`config.mk`:
```
export PLATFORM = sky130hd
export DESIGN_NAME = product_accumulator
export DESIGN_NICKNAME = d
export VERILOG_FILES = /design/src/rtl/product_accumulator.sv
export SDC_FILE = /design/constraint.sdc
export NUM_CORES = 1
export LEC_CHECK = 0
export BUFFER_PORTS_ARGS = -buffer_cell sky130_fd_sc_hd__clkbuf_2
export CORE_MARGIN = 1
export CORE_UTILIZATION = 50
export DETAILED_ROUTE_END_ITERATION = 6
export PLACE_DENSITY = 0.76
export SYNTH_ARGS = -nofsm -noshare
export SYNTH_HDL_FRONTEND = slang
export SYNTH_SLANG_ARGS = --single-unit
```
`constraint.sdc`:
```
create_clock -name clk -period 2.7 [get_ports clk]
set_input_delay 0.27 -clock clk [delete_from_list [all_inputs] [get_ports clk]]
set_output_delay 0.27 -clock clk [all_outputs]
set_load 0.05 [all_outputs]
```
`src/rtl/product_accumulator.sv`:
```
// ============================================================================
// Module   : product_accumulator
// Summary  : Sums frames of LEN 8-bit products; presents the sum on valid/ready.
// Revision : 1.0
// ============================================================================
`default_nettype none

module product_accumulator #(
    parameter int LEN   = 4,
    parameter int ACC_W = 12
) (
    input  logic             clk,
    input  logic             rst_n,
    input  logic             clear,
    input  logic             in_valid,
    output logic             in_ready,
    input  logic [7:0]       in_prod,
    output logic             out_valid,
    input  logic             out_ready,
    output logic [ACC_W-1:0] out_sum,
    output logic             out_ovf
);

    localparam logic [7:0] c_LAST = 8'(LEN - 1);

    typedef enum logic [0:0] {
        ST_ACCUM = 1'b0,
        ST_HOLD  = 1'b1
    } state_t;

    state_t           r_state;
    state_t           w_state_nxt;
    logic [7:0]       r_cnt;
    logic [ACC_W-1:0] r_acc;
    logic             r_ovf;
    logic             w_accept;
    logic             w_last;
    logic [ACC_W:0]   w_sum;

    always_ff @(posedge clk or negedge rst_n) begin
        if (!rst_n) begin
            r_state <= ST_ACCUM;
        end else begin
            r_state <= w_state_nxt;
        end
    end

    // in_ready depends only on state and clear, never on in_valid/out_ready
    always_comb begin
        w_state_nxt = r_state;
        in_ready    = 1'b0;
        w_accept    = 1'b0;
        w_last      = (r_cnt == c_LAST);
        w_sum       = {1'b0, r_acc} + {{(ACC_W - 7){1'b0}}, in_prod};
        case (r_state)
            ST_ACCUM: begin
                in_ready = !clear;
                w_accept = in_valid && !clear;
                if (w_accept && w_last) begin
                    w_state_nxt = ST_HOLD;
                end
            end
            ST_HOLD: begin
                if (out_valid && out_ready) begin
                    w_state_nxt = ST_ACCUM;
                end
            end
            default: w_state_nxt = ST_ACCUM;
        endcase
        if (clear) begin
            w_state_nxt = ST_ACCUM;
        end
    end

    always_ff @(posedge clk or negedge rst_n) begin
        if (!rst_n) begin
            r_cnt     <= '0;
            r_acc     <= '0;
            r_ovf     <= 1'b0;
            out_valid <= 1'b0;
            out_sum   <= '0;
            out_ovf   <= 1'b0;
        end else if (clear) begin
            r_cnt     <= '0;
            r_acc     <= '0;
            r_ovf     <= 1'b0;
            out_valid <= 1'b0;
        end else if (w_accept) begin
            if (w_last) begin
                out_sum   <= w_sum[ACC_W-1:0];
                out_ovf   <= r_ovf | w_sum[ACC_W];
                out_valid <= 1'b1;
                r_acc     <= '0;
                r_ovf     <= 1'b0;
                r_cnt     <= '0;
            end else begin
                r_acc <= w_sum[ACC_W-1:0];
                r_ovf <= r_ovf | w_sum[ACC_W];
                r_cnt <= r_cnt + 8'd1;
            end
        end else if (r_state == ST_HOLD && out_ready) begin
            out_valid <= 1'b0;
        end
    end

endmodule

`default_nettype wire

```
==> metrics.md, run 1 <==
| Metric | Value |
|---|---|
| Ys flop type | dfrtp_1 |
| Clock transition at path regs | 70 ps |
| Internal | 936 uW |
| Mapped Area | 0.00193 mm^2 |
| Via count | 1518 |
| Async SR Flop Fraction | 100% |
| Worst Setup End Kind | flip-flop |
| Psw | 487 uW |
| Final ANT Viol Nets | 0 |
| Crit-path max cell delay | 400 ps |
| Cts bufs inserted | 5 |
| Slew Limit Fails | 0 |
| GRT overflow | 0 |
| Mean Syn Cell Area | 10.3 um^2 |
| Netlist cell types | 40 |
| Post-CTS Resized | 0 |
| Clk_lat worst skew | 290 ps |
| CP Depth | 8 |
| Antenna cells | 0 |
| Relative slew slack | 41.8% |
| RSZ-0062 raised after global routing | false |
| Critical register-to-register path startpoint | r_acc[0] |
| CTS max path bufs | 2 |
| Worst setup path startpoint | r_acc[0] |
| Top-count cell post-synth | dfrtp_1 |
| Startpoint types | flip-flop |
| P&R area growth vs syn | 13.9% |
| Initial antenna violation count | 0 |
| Clock sinks | 36 |
| Tightest Pin Transition | 873 ps |
| Clock power share | 27.8% |
| R2R depth | 8 |
| Die ar. | 0.00412 mm^2 |
| Synth area leaders | dfrtp_1, ha_1, mux2_1, xnor2_1, o21ai_1 |
| VDD IR max | 0.000454 V |
| GRT busiest layer | met2 |
| Combinational Power Share | 27.5% |
| Flop pwr share | 44.7% |
| Post-synth top area share | 46.6% |
| Cell taking the most area after synthesis | dfrtp_1 |
| Synth warnings | 0 |
| Routed WL per cell | 14.3 um |
| TritonCTS clock tree | yes |
| Worst path most repeated cell | a21o_1 |
| Pwr per Cell Area | 645 mW/mm^2 |
| Net Sw Frac | 34.2% |
| # hold bufs at CTS | 0 |
| Max_cap viols | 0 |
| Buffers and inverters on the worst path | 1 |
| Share of cells above drive strength 1 | 19.2% |
| H-tree depth | 2 |
| Via-per-instance ratio | 5.69 |
| Reg2reg end | r_acc[10] |
| Syn Inst Count | 187 |
| Largest net degree at the start of global routing | 37 |
| Global-route met3 utilization | 6.43% |
| Die height | 64.2 um |
| Net Count, Synth | 210 |
| GRT Util Overall | 21.2% |
| First-pass GRT wire length | 6580 um |
| WS Path Type | reg2reg |
| Cell Chain, Critical Path | ha_1 -> inv_1 -> fa_1 -> nor2b_1 -> o31a_1 -> o2111ai_1 -> a21o_1 -> a21o_1 |
| Leakage | 0.00106 uW |
| Minimum clock period | 2090 ps |
| Vias in the first global route | 1458 |
| Root Buffer | clkbuf_8 |
| Worst min path class | in2async |
| HPWL Detailed | 2680 um |
| Post-CTS Repair Setup Buffers | 0 |
| FMAX | 479 MHz |
| Tcrit/Tclk final | 77.3% |
| Final WL | 3810 um |
| Io pins | 28 |
| Status | finished clean |
| DRC viols | 0 |
| Setup TNS | 0 ps |
| CP Max Fanout | 4 |
| Worst setup endpoint | r_acc[10] |
| Most frequent cells after synthesis | dfrtp_1, nand2_1, o21ai_1, a21oi_1 |
| Core region area | 0.00369 mm^2 |
| Critical Path Slowest Stage Cell | fa_1 |
| Seq/Total Area, Yosys | 46.6% |
| Post-synth EDFFs | 0 |
| FP Rows | 22 |
| Nets | 241 |
| Post-layout power | 1420 uW |
| Synthesized flop and latch total | 36 |
| Final hold viol count | 0 |
| DRT iter0 DRCs | 44 |
| Clock Skew | 4.24 ps |
| Worst path top cell family by delay | compound AO/OA/AOI/OAI gates |
| Number of port buffers | 27 |
| Final setup violation count | 0 |
| GR Util met2 | 34.2% |
| Die width | 64.2 um |
| Met1 GRT Util | 26.2% |
| Signal arrival time at the worst endpoint | 2270 ps |
| DRT Pass-1 Iters | 4 |
| Reg2reg setup slack | 610 ps |
| Worst endpoint required time | 2880 ps |
| Routability cong. | 0.865 |
| Initial cell density of the core | 52.4% |
-- layer usage --
| metal | part of all wire (%) | wire length [um] |
|---|---|---|
| met5 | 0 | 0 |
| met4 | 1.6 | 62 |
| met3 | 3.9 | 148 |
| met2 | 48 | 1840 |
| met1 | 46 | 1760 |
-- layout by cell type (no fill, tap or decap), types with 3 or more instances in the layout --
| cell | count |
|---|---|
| a21o_1 | 4 |
| a21oi_1 | 10 |
| a22o_1 | 7 |
| a31oi_1 | 4 |
| and3_1 | 3 |
| buf_4 | 3 |
| clkbuf_2 | 27 |
| clkbuf_8 | 6 |
| dfrtp_1 | 36 |
| ha_1 | 9 |
| inv_1 | 5 |
| mux2_1 | 7 |
| nand2_1 | 18 |
| nand2b_1 | 3 |
| nand3_1 | 3 |
| nand4_1 | 3 |
| nor2_1 | 9 |
| o21ai_0 | 8 |
| o21ai_1 | 14 |
| xnor2_1 | 9 |
-- stage by stage --
stage	std cells	hold slack (ps)	utilization (%)	setup WS (ps)	area [um^2]
CTS	267	129	59.7	626	2200
global route	267	167	59.7	442	2200
detailed placement	259	439	57.3	630	2110
floorplan	187	-25.6	-	803	1930
global placement	259	437	57.3	680	2110
finish	267	83.3	59.7	614	2200
-- logic make-up after synthesis --
family | synth area share [%]
compound gates | 22.4
simple gates | 12.2
flops | 46.6
xor+xnor | 4.98
buf+inv | 2.98
fa+ha+maj | 6.86
mux | 4.08
-- cell type report --
type                            instances  area (um^2)
Fill cell                             341         1490
Sequential cell                        36          901
Clock buffer                            8         90.1
Multi-Input combinational cell        140          976
Inverter                                5         18.8
Tap cell                               48         60.1
Timing Repair Buffer                   30          158
-- worst min-delay path by stage --
stage | endpoint | cells after the start | startpoint | slack [ps]
5_1_grt | r_acc[4] | 1 | rst_n | 170
3_5_place_dp | out_sum[9] | 1 | rst_n | 440
2_1_floorplan | out_ovf | 0 | rst_n | -30
3_3_place_gp | out_sum[7] | 1 | rst_n | 440
4_1_cts | out_sum[9] | 1 | rst_n | 130
6_report | out_sum[9] | 1 | rst_n | 80
-- registers in the layout (all words and copies together), names as in the netlist --
signal / cells
out_valid: 1
r_state: 1
r_cnt: 8
out_sum: 12
r_acc: 12
out_ovf: 1
r_ovf: 1
-- power by group through the flow --
stage	Sequential (uW)	Combinational, uW	Clock (uW)
global route	643	430	418
finish	635	391	396
floorplan	740	200	0
detailed placement	644	393	0
CTS	635	394	406
global placement	643	385	0
No activity file was read; power rests on OpenSTA's default activity.
==> run 2, diff against run 1 <==
--- a/config.mk
+++ b/config.mk
@@ -9,7 +9,7 @@
 export CORE_MARGIN = 1
 export CORE_UTILIZATION = 50
 export DETAILED_ROUTE_END_ITERATION = 6
-export PLACE_DENSITY = 0.76
+export PLACE_DENSITY = 0.79
 export SYNTH_ARGS = -nofsm -noshare
 export SYNTH_HDL_FRONTEND = slang
 export SYNTH_SLANG_ARGS = --single-unit
==> constraint.sdc (replaced) <==
create_clock -name clk -period 1.8 [get_ports clk]
set_input_delay 0.18 -clock clk [delete_from_list [all_inputs] [get_ports clk]]
set_output_delay 0.18 -clock clk [all_outputs]
set_load 0.05 [all_outputs]
==> run 2 against run 1 <==
Net effect: combinational power grew 100%; power increased by 66%; highest routed layer unchanged; final area up 16%; largest cell class unchanged; non-clock buffer count is 22 higher; clock power increased by 54%; the run now ends with negative setup slack left; sequential share of layout area down 5.6 points.
==> metrics.md, run 2 (synthesized netlist as in run 1, its figures left out) <==
| Metric | Value |
|---|---|
| Status | complete, but fails checks |
| Failing checks | negative setup slack |
| H-tree depth | 2 (unchanged) |
| Number of port buffers | 27 (unchanged) |
| Clock transition at path regs | 80 ps (about the same) |
| Pwr per Cell Area | 927 mW/mm^2 (+44%) |
| Registers with the most flip-flops | out_sum: 12 flops, r_acc: 12 flops, r_cnt: 8 flops |
| Cts bufs inserted | 5 (unchanged) |
| VDD IR max | 0.000696 V (+53%) |
| Routed WL per cell | 16.6 um (+17%) |
| Final worst slack | -241 ps (-855 ps) |
| Placed insts | 272 (+5.0%) |
| Die height | 64.2 um (unchanged) |
| Final core occ | 69.1% (+9.4 points) |
| Routability cong. | 0.854 (-1.2%) |
| Minimum clock period | 2040 ps (-45.2 ps) |
| CP Max Fanout | 4 (unchanged) |
| Worst hold path depth | 2 |
| FP Rows | 22 (unchanged) |
| Tightest Pin Transition | 851 ps (-21.6 ps) |
| Initial antenna violation count | 0 (unchanged) |
| FMAX | 490 MHz (+2.2%) |
| Via count | 1653 (+8.9%) |
| Clock sinks | 36 (unchanged) |
| Place WS | -187 ps (-817 ps) |
| Setup TNS | -1680 ps (-1680 ps) |
| Leakage | 0.00121 uW (+15%) |
| Worst Setup End Kind | flip-flop |
| Share of cells above drive strength 1 | 36.9% (+18 points) |
| Worst Hold Endpoint | r_state |
| Nets | 263 (+9.1%) |
| HPWL Detailed | 2800 um (+4.5%) |
| Clock Skew | 8.05 ps (+3.82 ps) |
| Reg2reg end | out_sum[6] |
| Slew Limit Fails | 0 (unchanged) |
| CTS max path bufs | 2 (unchanged) |
| First-pass GRT wire length | 7330 um (+12%) |
| Relative slew slack | 43.0% (+1.2 points) |
| Clk_lat worst skew | 300 ps (about the same) |
| Io pins | 28 (unchanged) |
| HP Start | out_ready |
| Signal arrival time at the worst endpoint | 2220 ps (-50 ps) |
| Commonest cells after routing, fill and taps aside | dfrtp_1, clkbuf_2, buf_4 |
| Die width | 64.2 um (unchanged) |
| Critical register-to-register path startpoint | r_acc[0] |
| DRT Pass-1 Iters | 4 (unchanged) |
| Vias in the first global route | 1575 (+8.0%) |
| Via-per-instance ratio | 5.72 (+0.60%) |
| Startpoint types | flip-flop |
| Largest net degree at the start of global routing | 37 (unchanged) |
| Final setup violation count | 13 (+13) |
| Final hold viol count | 0 (unchanged) |
| GRT overflow | 0 (unchanged) |
| Reg2reg setup slack | -240 ps (-850 ps) |
| Root Buffer | clkbuf_8 |
| DRT iter0 DRCs | 117 (+170%) |
| Initial cell density of the core | 52.4% (unchanged) |
| TritonCTS clock tree | yes |
| Final WL | 4810 um (+26%) |
| WS Path Type | reg2reg |
| R2R depth | 8 (unchanged) |
| Post-layout power | 2360 uW (+66%) |
| Max_cap viols | 0 (unchanged) |
| Worst min path class | in2reg |
| Die ar. | 0.00412 mm^2 (unchanged) |
| P&R area growth vs syn | 31.8% |
| GRT Util Overall | 23.6% (+2.4 points) |
| Post-route insts no fill | 289 (+8.2%) |
| Worst endpoint required time | 1980 ps (-900 ps) |
| Commonest non-fill, non-tap cell in the layout | dfrtp_1 |
| Antenna cells | 0 (unchanged) |
| RSZ-0062 raised after global routing | true |
| Final ANT Viol Nets | 0 (unchanged) |
| Core region area | 0.00369 mm^2 (unchanged) |
| Tcrit/Tclk final | 113% (+36 points) |
| DRC viols | 0 (unchanged) |
run 2: cell types whose count changed in the layout (fill, tap and decap cells not counted), moves of 2 or more:
cell,delta
o21ai_0,-2
mux2_4,+2
a21oi_1,-2
clkinv_2,+2
mux2_1,-2
a21oi_2,+2
clkbuf_1,-2
ha_4,+5
ha_1,-6
buf_4,+20
run 2: worst max-delay path: stages (launching register included):
cell     delay (ps)
dfrtp_1         360
ha_2            190
inv_2            40
fa_2            370
nor2b_4         140
o31a_1          270
o22ai_2         110
xnor2_1         170
mux2_4          280
run 2: repair_timing:
| item | 4_1_cts | 5_1_grt |
|---|---|---|
| buffers inserted | 1 | 7 |
| gates resized for setup | 8 | 18 |
| hold endpoints to repair | 36 | 0 |
| pin swaps | 7 | 10 |
| hold buffers | 1 | 0 |
| setup endpoints to repair | 16 | 19 |
| gates cloned | 0 | 0 |
run 2: stage by stage:
stage / cell area (um^2) / hold slack, ps
5_1_grt: 2550 / 127
3_5_place_dp: 2240 / 252
4_1_cts: 2380 / 109
3_3_place_gp: 2240 / 246
2_1_floorplan: 1950 / -116
6_report: 2550 / 102
run 2: layout make-up:
cell class / instances / area (um^2)
Clock buffer: 6 / 82.6
Clock inverter: 2 / 10.0
Fill cell: 291 / 1140
Inverter: 5 / 18.8
Multi-Input combinational cell: 140 / 1140
Sequential cell: 36 / 901
Tap cell: 48 / 60.1
Timing Repair Buffer: 52 / 338
run 2: worst max-delay path by stage:
| stage | cells past startpoint | to | slack [ps] | from |
|---|---|---|---|---|
| 2_1_floorplan | 8 | r_acc[10] | -40 | r_acc[0] |
| 3_5_place_dp | 8 | r_acc[10] | -190 | r_acc[0] |
| 5_1_grt | 8 | out_sum[6] | -310 | r_acc[0] |
| 3_3_place_gp | 8 | r_acc[10] | -90 | r_acc[0] |
| 4_1_cts | 8 | r_acc[10] | -170 | r_acc[0] |
| 6_report | 8 | out_sum[6] | -240 | r_acc[0] |
run 2: report_power, final:
group          switching, uW  internal [uW]  total, uW
registers               73.6            890        963
clock network            305            305        610
logic                    466            325        790
total                    844           1520       2360
run 2: metal layers:
metal,GRT usage (%),part of all wire (%),vias up
met5,0,0,-
met3,6.07,4.2,11
met1,30.3,44,794
li1,-,-,794
met4,8.33,2.0,0
met2,38.4,50,54
